### src/rtl/axis_load_sweep_ctrl.sv
// Offered-load sweep sequencer for a NoC ring traffic harness: for each load-table
// entry it resets the harness, starts the generators, waits for drain or timeout and reports.
module axis_load_sweep_ctrl #(
  parameter int          NUM_ROUTERS    = 4,
  parameter int          COUNT_WIDTH    = 32,
  parameter int          LOAD_WIDTH     = 16,
  parameter int          NUM_LOADS      = 8,
  parameter int          TICK_WIDTH     = 32,
  parameter int          RESET_CYCLES   = 6,
  parameter int          START_DELAY    = 5,
  parameter int          FLUSH_CYCLES   = 3,
  parameter logic [63:0] TIMEOUT_CYCLES = 64'h0000_0000_8000_0000
) (
  input  logic                               clk,
  input  logic                               rst,
  input  logic                               go,
  input  logic                               abort,
  input  logic [$clog2(NUM_LOADS+1)-1:0]     num_loads,
  input  logic [NUM_LOADS*LOAD_WIDTH-1:0]    load_table,
  input  logic [NUM_ROUTERS-1:0]             tg_done,
  input  logic [NUM_ROUTERS*COUNT_WIDTH-1:0] total_sent,
  input  logic [NUM_ROUTERS*COUNT_WIDTH-1:0] total_recv,
  input  logic [NUM_ROUTERS-1:0]             chk_error,
  output logic                               harness_rst_n,
  output logic [NUM_ROUTERS-1:0]             start,
  output logic [LOAD_WIDTH-1:0]              load,
  output logic [TICK_WIDTH-1:0]              ticks,
  output logic                               busy,
  output logic                               result_valid,
  output logic [$clog2(NUM_LOADS)-1:0]       result_idx,
  output logic [TICK_WIDTH-1:0]              result_cycles,
  output logic                               result_timeout,
  output logic [NUM_ROUTERS-1:0]             result_errors,
  output logic                               sweep_done,
  output logic [2:0]                         dbg_state
);

  localparam int NW = $clog2(NUM_LOADS + 1);
  localparam int IW = $clog2(NUM_LOADS);
  localparam int CW = 16;

  typedef enum logic [2:0] {
    IDLE    = 3'd0,
    HOLD    = 3'd1,
    RELEASE = 3'd2,
    RUN     = 3'd3,
    REPORT  = 3'd4,
    FLUSH   = 3'd5
  } state_t;

  state_t                 state;
  logic [CW-1:0]          cnt;
  logic [IW-1:0]          idx;
  logic [IW-1:0]          idx_next;
  logic [NW-1:0]          n_loads;
  logic                   abort_seen;
  logic [NUM_ROUTERS-1:0] err_acc;

  logic [COUNT_WIDTH-1:0] sum_sent_c;
  logic [COUNT_WIDTH-1:0] sum_recv_c;
  logic [COUNT_WIDTH-1:0] sum_sent_q;
  logic [COUNT_WIDTH-1:0] sum_recv_q;
  logic                   all_done;
  logic                   all_done_q;
  logic                   point_ok;
  logic                   point_timeout;
  logic                   last_point;

  // Protocol: go is a single-cycle request accepted only in IDLE (no ready);
  // result_valid and sweep_done are single-cycle strobes with no back-pressure.

  always_comb begin
    sum_sent_c = '0;
    sum_recv_c = '0;
    for (int i = 0; i < NUM_ROUTERS; i++) begin
      sum_sent_c = sum_sent_c + total_sent[i*COUNT_WIDTH +: COUNT_WIDTH];
      sum_recv_c = sum_recv_c + total_recv[i*COUNT_WIDTH +: COUNT_WIDTH];
    end
  end

  // The registered sums must themselves have been sampled while every TG was done,
  // otherwise a late packet counted in the same cycle as done could be missed.
  assign all_done      = &tg_done;
  assign point_ok      = all_done && all_done_q && (sum_sent_q == sum_recv_q);
  assign point_timeout = 64'(ticks) >= TIMEOUT_CYCLES;
  assign last_point    = (NW'(idx) + NW'(1)) == n_loads;
  assign idx_next      = idx + IW'(1);
  assign dbg_state     = state;

  always_ff @(posedge clk or posedge rst) begin
    if (rst) begin
      state          <= IDLE;
      cnt            <= '0;
      idx            <= '0;
      n_loads        <= '0;
      abort_seen     <= 1'b0;
      err_acc        <= '0;
      sum_sent_q     <= '0;
      sum_recv_q     <= '0;
      all_done_q     <= 1'b0;
      harness_rst_n  <= 1'b0;
      start          <= '0;
      load           <= '0;
      ticks          <= '0;
      busy           <= 1'b0;
      result_valid   <= 1'b0;
      result_idx     <= '0;
      result_cycles  <= '0;
      result_timeout <= 1'b0;
      result_errors  <= '0;
      sweep_done     <= 1'b0;
    end else begin
      sum_sent_q   <= sum_sent_c;
      sum_recv_q   <= sum_recv_c;
      all_done_q   <= all_done;
      result_valid <= 1'b0;
      sweep_done   <= 1'b0;

      if (state != IDLE && abort) abort_seen <= 1'b1;
      if (state inside {RELEASE, RUN, REPORT, FLUSH}) ticks <= ticks + TICK_WIDTH'(1);

      case (state)
        IDLE: begin
          harness_rst_n <= 1'b0;
          busy          <= 1'b0;
          start         <= '0;
          if (go) begin
            if (num_loads == '0) begin
              sweep_done <= 1'b1;
            end else begin
              n_loads    <= num_loads;
              idx        <= '0;
              abort_seen <= 1'b0;
              load       <= load_table[0 +: LOAD_WIDTH];
              ticks      <= '0;
              cnt        <= '0;
              busy       <= 1'b1;
              state      <= HOLD;
            end
          end
        end

        HOLD: begin
          ticks <= '0;
          if (cnt == CW'(RESET_CYCLES - 1)) begin
            cnt           <= '0;
            harness_rst_n <= 1'b1;
            state         <= RELEASE;
          end else begin
            cnt <= cnt + CW'(1);
          end
        end

        RELEASE: begin
          if (cnt == CW'(START_DELAY - 1)) begin
            cnt     <= '0;
            start   <= '1;
            err_acc <= '0;
            state   <= RUN;
          end else begin
            cnt <= cnt + CW'(1);
          end
        end

        RUN: begin
          err_acc <= err_acc | chk_error;
          start   <= start & ~tg_done;
          if (point_timeout || point_ok) begin
            result_valid   <= 1'b1;
            result_idx     <= idx;
            result_cycles  <= ticks;
            result_timeout <= point_timeout;
            result_errors  <= err_acc | chk_error;
            start          <= '0;
            state          <= REPORT;
          end
        end

        REPORT: begin
          cnt   <= '0;
          state <= FLUSH;
        end

        FLUSH: begin
          if (cnt == CW'(FLUSH_CYCLES - 1)) begin
            cnt           <= '0;
            harness_rst_n <= 1'b0;
            if (abort_seen || abort || last_point) begin
              busy       <= 1'b0;
              sweep_done <= 1'b1;
              state      <= IDLE;
            end else begin
              idx   <= idx_next;
              load  <= load_table[idx_next*LOAD_WIDTH +: LOAD_WIDTH];
              ticks <= '0;
              state <= HOLD;
            end
          end else begin
            cnt <= cnt + CW'(1);
          end
        end

        default: state <= IDLE;
      endcase
    end
  end

endmodule

### config.mk
export PLATFORM = sky130hd
export DESIGN_NAME = axis_load_sweep_ctrl
export DESIGN_NICKNAME = d
export VERILOG_FILES = /design/src/rtl/axis_load_sweep_ctrl.sv
export SDC_FILE = /design/constraint.sdc
export NUM_CORES = 1
export LEC_CHECK = 0
export BUFFER_PORTS_ARGS = -buffer_cell sky130_fd_sc_hd__buf_4
export CAP_MARGIN = 10
export CORE_AREA = 3 3 191 193
export DETAILED_ROUTE_END_ITERATION = 10
export DIE_AREA = 0 0 194 196
export GPL_ROUTABILITY_DRIVEN = 0
export GPL_TIMING_DRIVEN = 0
export PLACE_DENSITY = 0.8
export SLEW_MARGIN = 20
export SYNTH_ARGS = -nofsm -noshare
export SYNTH_HDL_FRONTEND = slang
export SYNTH_SLANG_ARGS = --single-unit
export TNS_END_PERCENT = 20
### constraint.sdc
create_clock -name clk -period 11.1 [get_ports clk]
set_input_delay 1.665 -clock clk [delete_from_list [all_inputs] [get_ports clk]]
set_output_delay 1.665 -clock clk [all_outputs]
set_load 0.01 [all_outputs]
==> qor.csv <==
stage,metric,value,unit
run_status,status,finished clean,
synth,post-synthesis compound-gate area fraction,11.12,%
synth,#FFs+latches synth,192,
route,metal2 WL,26180,µm
worst_setup_path,Critical Path AT,5.66,ns
placed_design,Area after DPL,19950,µm²
route,overall routed net length,45690,µm
synth,synthesized area per cell,9.610,µm²
flow_run,max_cap viols,0,
sta,worst hold margin,0.4869,ns
sta,Fmax,0.1880,GHz
global_routing,initial antenna violation count,9,
pwr,Final Total Pwr,0.003076,W
worst_setup_path,CP Class,in2reg,
sta,worst slew pin tran,1.032,ns
die,full die area,38020,µm²
clocking,# clock sinks,192,
layout,synth-to-layout area growth,32.39,%
synth,most frequent cells after synthesis,"345 x inv_1, 192 x dfrtp_1, 124 x fa_1, 124 x nor2_1, 92 x xnor2_1",
synth,most instantiated library cell after synthesis,inv_1,
route,met3 wire length,2336,µm
worst_setup_path,r2r startpoint,idx[1],
route,DRT met1 WL,15210,µm
sta,Setup Skew,0.02006,ns
sta,setup_tns,0,ns
synth,XOR/XNOR share of the synthesized area,8.153,%
worst_setup_path,Crit path max-delay family,adder cells,
worst_setup_path,"most used cell, CP",fa_1,
pwr,leakage power total,10.74,nW
clocking,H-tree Lvls,4,
sta,Slew headroom,30.99,%
worst_setup_path,crit-path max FO,3,
route,Max Used Layer,met4,
sta,Setup WS post-layout,5.781,ns
route,detailed-router iteration count before antenna repair,5,
die,Core Area,34710,µm²
clocking,Clock Path Buffers,2,
die,Rows,68,
placed_design,IO Port Bufs,498,
sta,Tmin final,5.319,ns
synth,cells after synthesis,1621,
die,die height,196,µm
worst_setup_path,CP Capture Type,flop,
synth,Syn Nets,2214,
synth,Synth Area in Simple Gates,10.47,%
worst_setup_path,Bufs and invs on worst path,3,
placed_design,dpl ws,5.253,ns
synth,largest family of logic cells by synthesized area,adder cells,
sta,Final Max Slew Viols,0,
worst_setup_path,Worst EP required,11.44,ns
global_routing,wire length of the first global-routing pass,70840,µm
sta,final hold vios,0,
placed_design,HPWL Detailed,38770,µm
synth,Synth top area share,30.84,%
worst_setup_path,worst r2r path cells,8,
clocking,CTS tree,built,
route,antenna violation net count after detailed routing,0,
synth,ys async rst share,100.0,%
pwr,PwrDens,149.2,nW/µm²
synth,sequential-to-total area share from yosys stat,30.84,%
sta,unrepaired setup endpoints after global routing,false,
worst_setup_path,CP cell instances,buf_4 -> inv_1 -> fa_1 -> inv_1 -> fa_1 -> ha_1 -> fa_1 -> a211oi_1 -> o21a_1 -> nor4_1 -> o41ai_1 -> nor3_1 -> a21o_1 -> a211o_1,
worst_setup_path,Setup crit start,total_recv[1],
global_routing,Tot GR Track Use,23.19,%
worst_setup_path,Critical Path Max Stage Delay,0.69,ns
synth,Synth Flop Type,dfrtp_1,
worst_setup_path,critical path endpoint,sum_recv_q[29],
synth,synth top area cells,"dfrtp_1 31%, fa_1 16%, inv_1 8.3%",
clocking,register clock-pin slew on the reported worst setup and hold paths,0.09,ns
route,WL/cell,17.46,µm
global_routing,total gr overflow,0,
worst_setup_path,crit path launch type,primary input,
worst_hold_path,HP Class,reg2reg,
worst_setup_path,Worst path depth,14,
sta,Final setup viols,0,
die,Chip Width,194,µm
sta,fin crit share,47.92,%
worst_setup_path,Slowest cell on crit path,o41ai_1,
die,Initial Utilization,44.87,%
layout,Final #Nets,2733,
route,via density per instance,5.149,
clocking,cts hold-fix bufs,0,
worst_setup_path,FF-to-FF setup slack,8.07,ns
synth,post-synthesis cell area,15580,µm²
synth,"area leader, netlist",dfrtp_1,
die,Top-Level Pins,499,
route,initial DRC count,579,
synth,Unique masters post-synth,68,
route,DRC,0,
layout,share of cells above drive strength 1,29.40,%
synth,mux cell area share after synthesis,8.394,%
layout,post-route cell area,20620,µm²
clocking,Skew-Pair Late Insertion Delay,0.45,ns
route,vias after detailed routing,13480,
clocking,CTS Buf Count,17,
global_routing,largest net degree at the start of global routing,82,
clocking,postcts setup bufs,0,
global_routing,vias in the first global route,13990,
clocking,post-CTS resize count,0,
worst_hold_path,hold_sp,load[14],
clocking,Root Buffer Master,clkbuf_16,
synth,Post-synth EDFFs,0,
worst_setup_path,r2r endpoint,load[5],
synth,adder-cell share of the synthesized area,21.48,%
pwr,Worst VDD drop,0.09429,mV
synth,synth warn,0,
area by class of cell:
class | instances | area (µm²)
fillers | 2940 | 14090
clock buffers | 17 | 425.4
well taps | 455 | 569.3
inverters | 345 | 1303
clock inverters | 15 | 220.2
flip-flops and latches | 192 | 4805
plain buffers | 43 | 191.4
diodes | 9 | 22.52
multi-input cells | 1041 | 9293
repair buffers | 500 | 3794
worst min-delay path by stage:
stage	endpoint	depth (start not counted)
floorplan	err_acc[2]	2
global route	load[3]	2
detailed placement	load[14]	2
CTS	load[14]	2
finish	load[14]	2
global placement	load[14]	2
worst min-delay path, stage by stage, from the launching register on:
cell and delay (ns):
dfrtp_1 0.35, nand2_1 0.04, o21ai_0 0.06
state kept, by name, summed over array words and instances (netlist names), 16 cells and up:
name and cells:
load 16, ticks 32, sum_recv_q 32, sum_sent_q 32, result_cycles 32, cnt 16
metrics by stage:
stage,std cells,utilization [%]
final,2617,59.41
after detailed placement,2576,57.46
after global routing,2617,59.41
after floorplan,1621,-
after CTS,2608,59.32
after global placement,2574,57.28
cells in the final DEF (no fill, tap or decap), types with 7 or more instances in the layout:
cell / Yosys / final
fa_1: 124 / 124
a31oi_1: 7 / 7
mux2_2: 37 / 37
a21o_1: 38 / 38
a21oi_1: 85 / 85
nand3_1: 37 / 37
clkbuf_1: 23 / 23
clkbuf_16: 0 / 17
nor2_1: 124 / 124
ha_1: 69 / 69
o21ai_0: 64 / 64
nand2_1: 80 / 80
mux2i_1: 17 / 17
a211oi_1: 11 / 11
o21bai_1: 9 / 9
nor3_1: 16 / 16
xor2_1: 53 / 53
buf_4: 3 / 501
xnor2_1: 92 / 92
buf_2: 14 / 14
dfrtp_1: 192 / 192
nor2b_1: 7 / 7
and3_1: 16 / 16
diode_2: 0 / 9
mux4_2: 32 / 32
inv_1: 345 / 344
nand4_1: 25 / 25
o21a_1: 7 / 7
power by group:
group	total (W)	switching [W]	internal, W	leakage [nW]
sequential	0.000977	0.000122	0.000855	2.40
combinational	0.00144	0.000771	0.000672	8.03
clock	0.000655	0.000336	0.000319	0.310
total	0.00308	0.00123	0.00185	10.7
routing by layer:
layer	track usage (%)	vias to the layer above
met1	23.18	6591
met3	3.830	100
met4	10.29	0
met2	46.60	466
li1	-	6319
met5	0	-
cell families after synthesis:
| logic type | after synthesis |
|---|---|
| AOI/OAI and AO/OA | 273 |
| and+or+nand+nor | 344 |
| xor gates and xnor gates | 145 |
| adders and majority gates | 193 |
| DFF | 192 |
| muxes | 86 |
| buffers and inverters | 388 |
No activity file was read; power rests on OpenSTA's default activity.
